<file path="config.mk">
export PLATFORM = sky130hd
export DESIGN_NAME = seg7_scan_driver
export DESIGN_NICKNAME = d
export VERILOG_FILES = /design/src/rtl/seg7_pkg.sv /design/src/rtl/seg7_hex_dec.sv /design/src/rtl/seg7_scan_driver.sv
export SDC_FILE = /design/constraint.sdc
export NUM_CORES = 1
export LEC_CHECK = 0
export BUFFER_PORTS_ARGS = -buffer_cell sky130_fd_sc_hd__buf_2
export CELL_PAD_IN_SITES_DETAIL_PLACEMENT = 0
export CELL_PAD_IN_SITES_GLOBAL_PLACEMENT = 1
export CORE_UTILIZATION = 35
export CTS_CLUSTER_SIZE = 24
export DETAILED_ROUTE_END_ITERATION = 10
export GPL_ROUTABILITY_DRIVEN = 0
export HOLD_SLACK_MARGIN = 0.06
export PLACE_DENSITY = 0.68
export SYNTH_ARGS = -nofsm -noshare
export SYNTH_HDL_FRONTEND = slang
export SYNTH_SLANG_ARGS = --single-unit
</file>
<file path="constraint.sdc">
create_clock -name clk -period 6.4 [get_ports clk]
set_clock_uncertainty 0.05 [all_clocks]
set_input_delay 0 -clock clk [delete_from_list [all_inputs] [get_ports clk]]
set_output_delay 0 -clock clk [all_outputs]
set_load 0.005 [all_outputs]
</file>
<file path="src/rtl/seg7_pkg.sv">
// Shared definitions for the seven-segment scan driver.
// The hex table and hex2seg() are active-high, bit order gfedcba.
package seg7_pkg;

  localparam int unsigned SEG_A = 0;
  localparam int unsigned SEG_B = 1;
  localparam int unsigned SEG_C = 2;
  localparam int unsigned SEG_D = 3;
  localparam int unsigned SEG_E = 4;
  localparam int unsigned SEG_F = 5;
  localparam int unsigned SEG_G = 6;

  // Lower-case b and d keep 8/B and 0/D distinguishable.
  localparam logic [6:0] HEX_TABLE [16] = '{
    7'h3F, 7'h06, 7'h5B, 7'h4F, 7'h66, 7'h6D, 7'h7D, 7'h07,
    7'h7F, 7'h6F, 7'h77, 7'h7C, 7'h39, 7'h5E, 7'h79, 7'h71
  };

  function automatic logic [6:0] hex2seg(input logic [3:0] nib);
    return HEX_TABLE[nib];
  endfunction

endpackage

</file>
<file path="src/rtl/seg7_hex_dec.sv">
// Nibble to active-high seven-segment pattern (gfedcba).
// Purely combinational, zero latency, no flow control.
module seg7_hex_dec
  import seg7_pkg::*;
(
  input  logic [3:0] nib_i,
  output logic [6:0] seg_o
);

  assign seg_o = hex2seg(nib_i);

endmodule

</file>
<file path="src/rtl/seg7_scan_driver.sv">
// Time-multiplexed multi-digit seven-segment driver with blanking and leading-zero suppression.
// Outputs registered one cycle after the scan state they reflect; free-running, no backpressure.
module seg7_scan_driver
  import seg7_pkg::*;
#(
  parameter int NUM_DIGITS  = 4,
  parameter int REFRESH_DIV = 50000,
  parameter int BLANK_CYC   = 500,
  parameter int ACTIVE_LOW  = 1
) (
  input  logic                    clk,
  input  logic                    rst,
  input  logic                    load,
  input  logic [4*NUM_DIGITS-1:0] value,
  input  logic [NUM_DIGITS-1:0]   dp_in,
  input  logic [NUM_DIGITS-1:0]   blank_mask,
  input  logic                    lz_en,
  output logic [6:0]              seg,
  output logic                    dp,
  output logic [NUM_DIGITS-1:0]   an,
  output logic                    frame_tick
);

  localparam int CNT_W = $clog2(REFRESH_DIV);
  localparam int IDX_W = (NUM_DIGITS > 1) ? $clog2(NUM_DIGITS) : 1;
  localparam logic [CNT_W-1:0] CNT_LAST  = CNT_W'(REFRESH_DIV - 1);
  localparam logic [CNT_W-1:0] CNT_BLANK = CNT_W'(BLANK_CYC);
  localparam logic [IDX_W-1:0] IDX_LAST  = IDX_W'(NUM_DIGITS - 1);
  localparam logic             INV       = (ACTIVE_LOW != 0);

  logic [CNT_W-1:0]        cnt_q, cnt_d;
  logic [IDX_W-1:0]        idx_q, idx_d;
  logic [4*NUM_DIGITS-1:0] value_q, value_d;
  logic [NUM_DIGITS-1:0]   dpin_q, dpin_d;
  logic [NUM_DIGITS-1:0]   blank_q, blank_d;
  logic                    lz_q, lz_d;
  logic [6:0]              seg_q, seg_d;
  logic                    dp_q, dp_d;
  logic [NUM_DIGITS-1:0]   an_q, an_d;
  logic                    frame_q, frame_d;

  logic [3:0]            nib_sel;
  logic                  dp_sel, blank_sel, lz_sel, upper_zero, dark;
  logic [NUM_DIGITS-1:0] an_hot;
  logic [6:0]            seg_hex;

  seg7_hex_dec u_dec (
    .nib_i (nib_sel),
    .seg_o (seg_hex)
  );

  // Walk from the top digit down so upper_zero covers nibbles i..NUM_DIGITS-1.
  always_comb begin
    nib_sel    = 4'h0;
    dp_sel     = 1'b0;
    blank_sel  = 1'b0;
    lz_sel     = 1'b0;
    an_hot     = '0;
    upper_zero = 1'b1;
    for (int i = NUM_DIGITS - 1; i >= 0; i--) begin
      upper_zero = upper_zero & (value_q[4*i +: 4] == 4'h0);
      if (idx_q == IDX_W'(i)) begin
        nib_sel   = value_q[4*i +: 4];
        dp_sel    = dpin_q[i];
        blank_sel = blank_q[i];
        lz_sel    = upper_zero && (i != 0);
        an_hot[i] = 1'b1;
      end
    end
  end

  always_comb begin
    dark    = (cnt_q < CNT_BLANK) | blank_sel | (lz_q & lz_sel);
    seg_d   = (dark ? 7'h00 : seg_hex) ^ {7{INV}};
    dp_d    = (~dark & dp_sel) ^ INV;
    an_d    = (dark ? '0 : an_hot) ^ {NUM_DIGITS{INV}};
    cnt_d   = cnt_q + 1'b1;
    idx_d   = idx_q;
    frame_d = 1'b0;
    if (cnt_q == CNT_LAST) begin
      cnt_d   = '0;
      idx_d   = (idx_q == IDX_LAST) ? '0 : idx_q + 1'b1;
      frame_d = (idx_q == IDX_LAST);
    end
    value_d = load ? value      : value_q;
    dpin_d  = load ? dp_in      : dpin_q;
    blank_d = load ? blank_mask : blank_q;
    lz_d    = load ? lz_en      : lz_q;
  end

  always_ff @(posedge clk) begin
    if (rst) begin
      cnt_q   <= '0;
      idx_q   <= '0;
      value_q <= '0;
      dpin_q  <= '0;
      blank_q <= '0;
      lz_q    <= 1'b0;
      seg_q   <= {7{INV}};
      dp_q    <= INV;
      an_q    <= {NUM_DIGITS{INV}};
      frame_q <= 1'b0;
    end else begin
      cnt_q   <= cnt_d;
      idx_q   <= idx_d;
      value_q <= value_d;
      dpin_q  <= dpin_d;
      blank_q <= blank_d;
      lz_q    <= lz_d;
      seg_q   <= seg_d;
      dp_q    <= dp_d;
      an_q    <= an_d;
      frame_q <= frame_d;
    end
  end

  assign seg        = seg_q;
  assign dp         = dp_q;
  assign an         = an_q;
  assign frame_tick = frame_q;

endmodule

</file>
* After elaboration in Yosys (flattened, before gate mapping)
Memories as Yosys holds them, arrays and structs flattened.
Cells that the tools add are included.
Widths: inputs -> output; s select.
** Word-level totals
- Register bits :: 56
- Bits in read-only memories :: 112
- Bits of input ports :: 28
- Memories :: 1
** Memories
- (name not given) :: depth 16, bits a word 7, rd ports 1, clocked after memory_dff 0, wr ports 0, line seg7_pkg.sv:20 : return HEX_TABLE[nib];
** Operators by class
- $add $sub $neg :: 2
- Magnitude comparators :: 2
- Eq/ne operators :: 4
- Multiplexer cells :: 25
- Bitwise operators :: 12
- Reduce and logical (&&, ||, !) cells :: 6
** Operators by type and width (count)
- $mux 7 :: 3
- $mux 4 :: 5
- $add 16x1->16 const B :: 1
- $eq 16x16->1 const B :: 1
- $lt 16x9->1 const B :: 1
- $mux 1 :: 16
- $logic_not 4->1 :: 3
- $not 7->7 :: 1
- $ge 5x5->1 const B :: 1
- $not 4->5 :: 1
- $and 1x1->1 :: 4
- $eq 2x2->1 const B :: 2
- $not 4->4 :: 1
- $reduce_or 2->1 :: 2
- $not 1->1 :: 3
- $add 2x1->2 const B :: 1
- $eq 2x1->1 const B :: 1
- $logic_not 2->1 :: 1
- $mux 2 :: 1
- $or 1x1->1 :: 2

* Logic depth before layout (Yosys ltp)
Gate-level depths: netlist of the first run.
- Word-level depth :: 11
- Mapped depth :: 10
- Gate-level depth less buffers :: 10

* Modules after synthesis
From an unflattened synthesis of the first run, not the netlist that was laid out.
** Second synthesis, totals
- Cells, all modules :: 306
- Area, all modules :: 2691.3 um2
** By module, submodules not included
- seg7_scan_driver :: times used 1, cells each 273, area an instance 2401.1 um2
- seg7_hex_dec :: times used 1, cells each 33, area an instance 290.3 um2

* Least setup slack after synthesis of the first run
Ideal clock, no wire load.
- Kind :: register to register
- Start point :: reg idx_q[0]
- End point :: reg seg_q[3], in the netlist seg[3]
- Setup time :: 0.119 ns
- Arrival :: 2.041 ns
- Slack :: 4.190 ns
- Cell stages (with the launch flop) :: 11
- Path buffers :: 0
- Clock period less this slack :: 2.210 ns
- Cell sequence :: dfxtp_1 > inv_1 > ha_1 > and2b_2 > a22oi_1 > a221oi_4 > inv_1 > ha_1 > mux2i_1 > mux2_2 > nand2_1
** Between the ends
- Word-level cells in the longest chain between the ends :: 11
- Elaborated cells on any way between the ends :: 25
- Those cells by class :: eq/ne: 3; mux: 15; bitwise: 5; reduce/logical: 1; memory: 1
** RTL lines
- from (decl) :: line seg7_scan_driver.sv:32 : logic [IDX_W-1:0] idx_q, idx_d;
- from (signal assigned) :: line seg7_scan_driver.sv:105 : idx_q <= idx_d;
- $eq 2x2->1 :: line seg7_scan_driver.sv:62 : if (idx_q == IDX_W'(i)) begin
- $mux 4 (4 in series) :: line seg7_scan_driver.sv:62
- $not 4->5 (implied by the code) :: line seg7_pkg.sv:20
- $mem_v2 16x7
- $mux 7 (implied by the code) (2 in series) :: line seg7_pkg.sv:20
- $mux 7 (*) :: line seg7_scan_driver.sv:74 : seg_d = (dark ? 7'h00 : seg_hex) ^ {7{INV}};
- $not 7->7 (no source line) (*)
- to (signal assigned) :: line seg7_scan_driver.sv:99 : seg_q <= {7{INV}};
- to (signal assigned) :: line seg7_scan_driver.sv:110 : seg_q <= seg_d;
- to (decl) :: line seg7_scan_driver.sv:37 : logic [6:0] seg_q, seg_d;
Every way passes the cells marked *; elsewhere a longest branch is shown, timed or not. The select of a mux whose other input is x is not followed.
A chain may end at the register's enable or synchronous reset.

* Final worst setup path of the first run
- Start point :: reg idx_q[0]
- End point :: reg seg_q[5], in the netlist seg[5]
The elaborated chain is that of the path after synthesis.

==> metrics.md, run 1 <==
| Metric | Value |
|---|---|
| Status | finished, final reports clean |
| Reg-to-Reg Start | idx_q[0] |
| Clk network pwr share | 0.314 |
| Mapped Cells | 282 |
| Total Power | 632 uW |
| Largest family of logic cells by synthesized area | simple AND/OR/NAND/NOR gates |
| Leading area contributor after synthesis | dfxtp_1 |
| Rel. slew slack | 0.159 |
| Yosys Warn Count | 0 |
| Mux cell area share after synthesis | 0.125 |
| WHS | 0.102 ns |
| Syn Area/Cell | 9.39 um^2 |
| Setup WS post-layout | 3.54 ns |
| Die W | 89.0 um |
| Routed WL per cell | 12.8 um |
| Largest net degree at the start of global routing | 31 |
| Crit path launch | idx_q[0] |
| Grt ovf | 0 |
| Min-delay worst type | in2reg |
| Critical Path End Type | flip-flop |
| Clk pin slew, worst setup/hold paths | 0.09 ns |
| Routed WL | 5.63 mm |
| Fraction of power spent switching nets | 0.236 |
| Placed cells | 406 |
| Largest cells by area after synthesis | dfxtp_1 42%, mux2i_1 12%, nor2_1 6.5% |
| Count leader, synth | dfxtp_1 |
| First-pass GRT wire length | 9.43 mm |
| Leakage | 0.00127 uW |
| Slew Viols, Final | 0 |
| WS Path Type | reg2reg |
| Antenna diode count | 0 |
| CP arrival | 2.93 ns |
| CP Launch Type | flip-flop |
| Power Dens Cells | 196 nW/um^2 |
| Synth Register Bits | 56 |
| Simple-gate share of the synthesized area | 0.218 |
| Net count, final | 378 |
| Yosys cell types | 49 |
| Logic pwr share | 0.104 |
| CTS tree | done |
| Via/cell ratio | 4.74 |
| VDD IR max | 0.000104 V |
| Worst-Margin Slew | 1.25 ns |
| DR vias | 2079 |
| TNS Setup | 0 ns |
| Clk sink count | 56 |
| Drt pass-1 iters | 4 |
| Critical Path RT | 6.47 ns |
| Vias in the first global route | 1923 |
| Period utilisation layout | 0.447 |
| Min Clock Period, post-route | 2.86 ns |
| Die height | 89.0 um |
| Syn Std Cell Area | 2650 um^2 |
| Max Cap Viol | 0 |
| Inserted Clock Buffers | 5 |
| Std cell rows | 31 |
| Post-CTS sizing | 0 |
| R2R cell count | 7 |
| Root buffer cell | clkbuf_8 |
| Post-DP HPWL | 3.90 mm |
| R2R Path End | seg[5] |
| Seq pwr share | 0.581 |
| Final setup violation count | 0 |
| IO Pins | 41 |
| P&R area growth vs syn | 22.2% |
| Die area | 7920 um^2 |
| Sw Pwr | 149 uW |
| Drt first-iter violations | 114 |
| Adder-Cell Fraction of Synth Area | 0.0520 |
| Unrepaired setup endpoints after global routing | no |
| Top_reg_cell synth | dfxtp_1 |
| Layout Cells excl Fill | 439 |
| Layout cells sized above 1 | 0.182 |
| PortBufs | 40 |
| Syn_nets | 321 |
| R2R Setup Slk | 3.54 ns |
| Top cell type's share of synthesized area | 0.423 |
| CP Max Fanout | 13 |
| Antenna violations before repair | 0 |
| Critical path endpoint | seg[5] |
| Internal power | 483 uW |
| Area of the core | 7290 um^2 |
| Maximum root-to-sink buffer count | 2 |
| Clock Latency Late Sink | 0.31 ns |
| GRT Overall Usage | 0.156 |
| Synth Area in Compound Gates | 0.0888 |
| Hold Violations, Final | 0 |
| DRC viols | 0 |
| Antenna-violating nets left | 0 |
| Async SR Flop Fraction | 0 |
| H-Tree Depth | 2 |
| EDFF count, synth | 0 |
| Initial core utilization | 0.363 |
| Setup WS pre-CTS | 3.46 ns |
| Xor/xnor share of the synthesized area | 0.0463 |
| Synth cell count leaders | 56 x dfxtp_1, 46 x nor2_1, 32 x mux2i_1 |
| Fmax | 0.350 GHz |
| Seq/Total Area, Yosys | 0.423 |
-- state kept, by name, summed over array words and instances (netlist names) --
register / count
dpin_q: 4
cnt_q: 16
frame_tick: 1
seg: 7
blank_q: 4
an: 4
lz_q: 1
value_q: 16
idx_q: 2
dp: 1
-- metal layers --
layer  vias up  GRT usage  share of wire
li1       1077          -              -
met1       955      0.229           0.53
met2        41      0.227           0.42
met3         6     0.0323          0.036
met4         0     0.0519          0.014
met5         -          0              0
-- cells by family after synthesis --
family                     count (synthesis)
and+or+nand+nor                          114
xor gates and xnor gates                  14
buffers and inverters                     27
adders and majority gates                 11
DFF                                       56
muxes                                     33
AOI/OAI and AO/OA                         27
-- layout make-up --
cell class	instances	area (um^2)
Fill cell	764	4060
Multi-Input combinational cell	199	1400
Sequential cell	56	1120
Timing Repair Buffer	65	450
Tap cell	99	124
Clock buffer	8	90.1
Inverter	12	45.0
-- worst max-delay path, cell delays in order (launching register included) --
cell and delay [ns]:
dfxtp_1 0.35, inv_1 0.08, ha_1 0.41, and2b_2 0.29
a21oi_1 0.11, o21ai_0 0.08, a211oi_1 1.00, o221ai_1 0.30
-- stage by stage --
step                      cell area, um^2   util
final                                3230  0.444
after global routing                 3230  0.444
after CTS                            3230  0.444
after detailed placement             2890  0.397
after floorplan                      2650      -
after global placement               2890  0.397
-- power by group through the flow --
stage          registers [uW]  logic (uW)  clock network (uW)
6_report                  368        65.9                 199
5_1_grt                   369        73.7                 221
4_1_cts                   368        66.1                 211
3_5_place_dp              376        54.2                   0
3_3_place_gp              376        54.3                   0
2_1_floorplan             373        40.6                   0
-- layout by cell type, fill, tap and decap left out, drive strengths merged, types with 2 or more instances in the layout --
master,n
dfxtp,56
nor2,48
buf,40
mux2i,32
dlygate4sd3,25
nand2,23
inv,12
xnor2,11
ha,11
nor3,9
nand3,8
clkbuf,8
a21oi,7
o221ai,5
o21ai,5
nor2b,3
nand4,3
xor2,3
a221oi,3
nor3b,3
nor4,3
nand3b,3
and3,2
and4,2
and2b,2
o31ai,2
-- worst min-delay path by stage --
stage | from | to | cells after the start
floorplan | lz_en | lz_q | 2
global placement | value[10] | value_q[10] | 3
detailed placement | dp_in[0] | dpin_q[0] | 3
CTS | rst | blank_q[2] | 2
global route | rst | blank_q[2] | 2
finish | rst | blank_q[2] | 2
-- repair_timing --
item                                   in CTS  in global routing
endpoints found under the hold margin      25                  0
hold buffers                               25                  0
setup buffers                               0                  0
(Power assumes the default switching activity.)
==> inputs of run 2 (changes only) <==
- PLACE_DENSITY: 0.68 -> 0.71
- clock period: 6.4 -> 2.44 ns (I/O delays scaled with it)
==> run 2 against run 1 <==
Non-clock buffer count up 9. Combinational power grew to 2.7 times the previous value. Clock-buffer cell count decreased by 2. Setup slack lost 3.4 ns. Fmax is 25% higher. Cell area increased by 2.4%. Wire length down 3.7%. Die area unchanged. Clock power grew to 2.6 times the previous value. Power grew to 2.6 times the previous value. Global-route usage down 0.59 points. Cell count up 2.1%. Critical endpoint is now seg[3].
==> metrics.md, run 2 (synthesis results as in run 1) <==
| Metric | Value |
|---|---|
| Largest net degree at the start of global routing | 31 |
| CTS tree | done |
| Most frequent cells in the layout | 55 x dfxtp_1, 46 x nor2_1, 40 x buf_2, 32 x mux2i_1, 25 x dlygate4sd3_1 |
| DRC viols | 0 |
| Die height | 89.0 um |
| Slew Viols, Final | 0 |
| Leakage | 0.00132 uW |
| Period utilisation layout | 0.940 |
| Clk sink count | 56 |
| Critical Path RT | 2.64 ns |
| Filler Cells Inserted | 750 |
| Fraction of power spent switching nets | 0.237 |
| CP Launch Type | flip-flop |
| Setup WS post-layout | 0.147 ns |
| Internal power | 1270 uW |
| Grt ovf | 0 |
| H-Tree Depth | 2 |
| Clk network pwr share | 0.313 |
| GRT Overall Usage | 0.150 |
| WS Path Type | reg2reg |
| First-pass GRT wire length | 9.07 mm |
| Setup WS pre-CTS | 0.0966 ns |
| Die area | 7920 um^2 |
| IO Pins | 41 |
| Hold Path Depth | 2 |
| Initial core utilization | 0.363 |
| Critical Path End Type | flip-flop |
| Antenna violations before repair | 0 |
| Maximum root-to-sink buffer count | 2 |
| Net count, final | 387 |
| CP arrival | 2.50 ns |
| Status | finished, final reports clean |
| Final setup violation count | 0 |
| Postcts setup bufs | 0 |
| Post-DP HPWL | 3.89 mm |
| Min-delay worst type | in2reg |
| Min-delay src | rst |
| VDD IR max | 0.000248 V |
| Seq pwr share | 0.580 |
| Total Power | 1660 uW |
| P&R area growth vs syn | 25.0% |
| DR vias | 2059 |
| Area of the core | 7290 um^2 |
| Hold Violations, Final | 0 |
| Layout cells sized above 1 | 0.218 |
| Drt first-iter violations | 75 |
| Reg-to-Reg Start | idx_q[0] |
| Vias in the first global route | 1872 |
| Antenna diode count | 0 |
| Max Cap Viol | 0 |
| Die W | 89.0 um |
| TNS Setup | 0 ns |
| Fmax | 0.436 GHz |
| Rel. slew slack | 0.494 |
| Inserted Clock Buffers | 5 |
| Antenna-violating nets left | 0 |
| R2R cell count | 11 |
| Sw Pwr | 394 uW |
| Routed WL per cell | 12.1 um |
| Via/cell ratio | 4.60 |
| Logic pwr share | 0.107 |
| Root buffer cell | clkbuf_8 |
| R2R Setup Slk | 0.15 ns |
| Std cell rows | 31 |
| Worst-Margin Slew | 0.759 ns |
| Clk pin slew, worst setup/hold paths | 0.10 ns |
| Power Dens Cells | 502 nW/um^2 |
| PortBufs | 40 |
| Routed WL | 5.42 mm |
| Unrepaired setup endpoints after global routing | no |
| Min Clock Period, post-route | 2.29 ns |
| Clock Latency Late Sink | 0.30 ns |
| Drt pass-1 iters | 4 |
| Commonest non-fill, non-tap cell in the layout | dfxtp_1 |
| CP Max Fanout | 6 |
| Crit path launch | idx_q[0] |
## run 2: cell types whose count changed in the layout (fill, tap and decap cells not counted), moves of 2 or more
cell      change
ha_2          +2
clkbuf_1      -2
buf_4         +9
clkinv_2      +2
ha_1          -2
## run 2: per-layer routing
| layer | wire (um) | track usage |
|---|---|---|
| met1 | 2860 | 0.211 |
| met2 | 2280 | 0.231 |
| met3 | 206 | 0.0332 |
| met4 | 70 | 0.0433 |
| met5 | 0 | 0 |
## run 2: layout make-up
type / count / area (um^2) / share of cell area
multi-input cells: 199 / 1410 / 0.426
clock inverters: 2 / 10.0 / 0.00302
repair buffers: 74 / 518 / 0.156
well taps: 99 / 124 / 0.0374
inverters: 12 / 45.0 / 0.0136
flip-flops and latches: 56 / 1120 / 0.339
clock buffers: 6 / 82.6 / 0.0249
## run 2: repair_timing
| action | in CTS | in global routing |
|---|---|---|
| setup endpoints to repair | 0 | 2 |
| hold endpoints to repair | 25 | 0 |
| gates resized for setup | 0 | 3 |
| hold buffers | 25 | 0 |
## run 2: worst paths after layout
| path | end |
|---|---|
| setup reg to reg | seg[3] |
| hold reg to reg | cnt_q[0] |
| hold / removal | blank_q[1] |
| setup / recovery | seg[3] |
## run 2: worst max-delay path: stages (launching register included)
cell and delay, ns:
dfxtp_2 0.35, inv_1 0.08, ha_1 0.22, and2b_2 0.25, a221oi_1 0.29, o31ai_2 0.10, buf_4 0.16, inv_1 0.09
ha_2 0.23, mux2i_1 0.08, mux2_2 0.27, nand2_1 0.06
## run 2: power by group through the flow
stage	clock network (uW)	logic, uW	registers (uW)
6_report	520	177	964
5_1_grt	585	199	968
4_1_cts	546	178	964
3_5_place_dp	0	147	985
3_3_place_gp	0	145	985
2_1_floorplan	0	107	977
## run 2: stage by stage
| stage | instance area (um^2) | cells | util | hold WS, ns |
|---|---|---|---|---|
| final | 3310 | 448 | 0.454 | 0.117 |
| after global routing | 3310 | 448 | 0.454 | 0.144 |
| after CTS | 3300 | 448 | 0.453 | 0.115 |
| after detailed placement | 2960 | 415 | 0.406 | 0.193 |
| after global placement | 2960 | 415 | 0.406 | 0.185 |
| after floorplan | 2650 | 282 | - | 0.0968 |
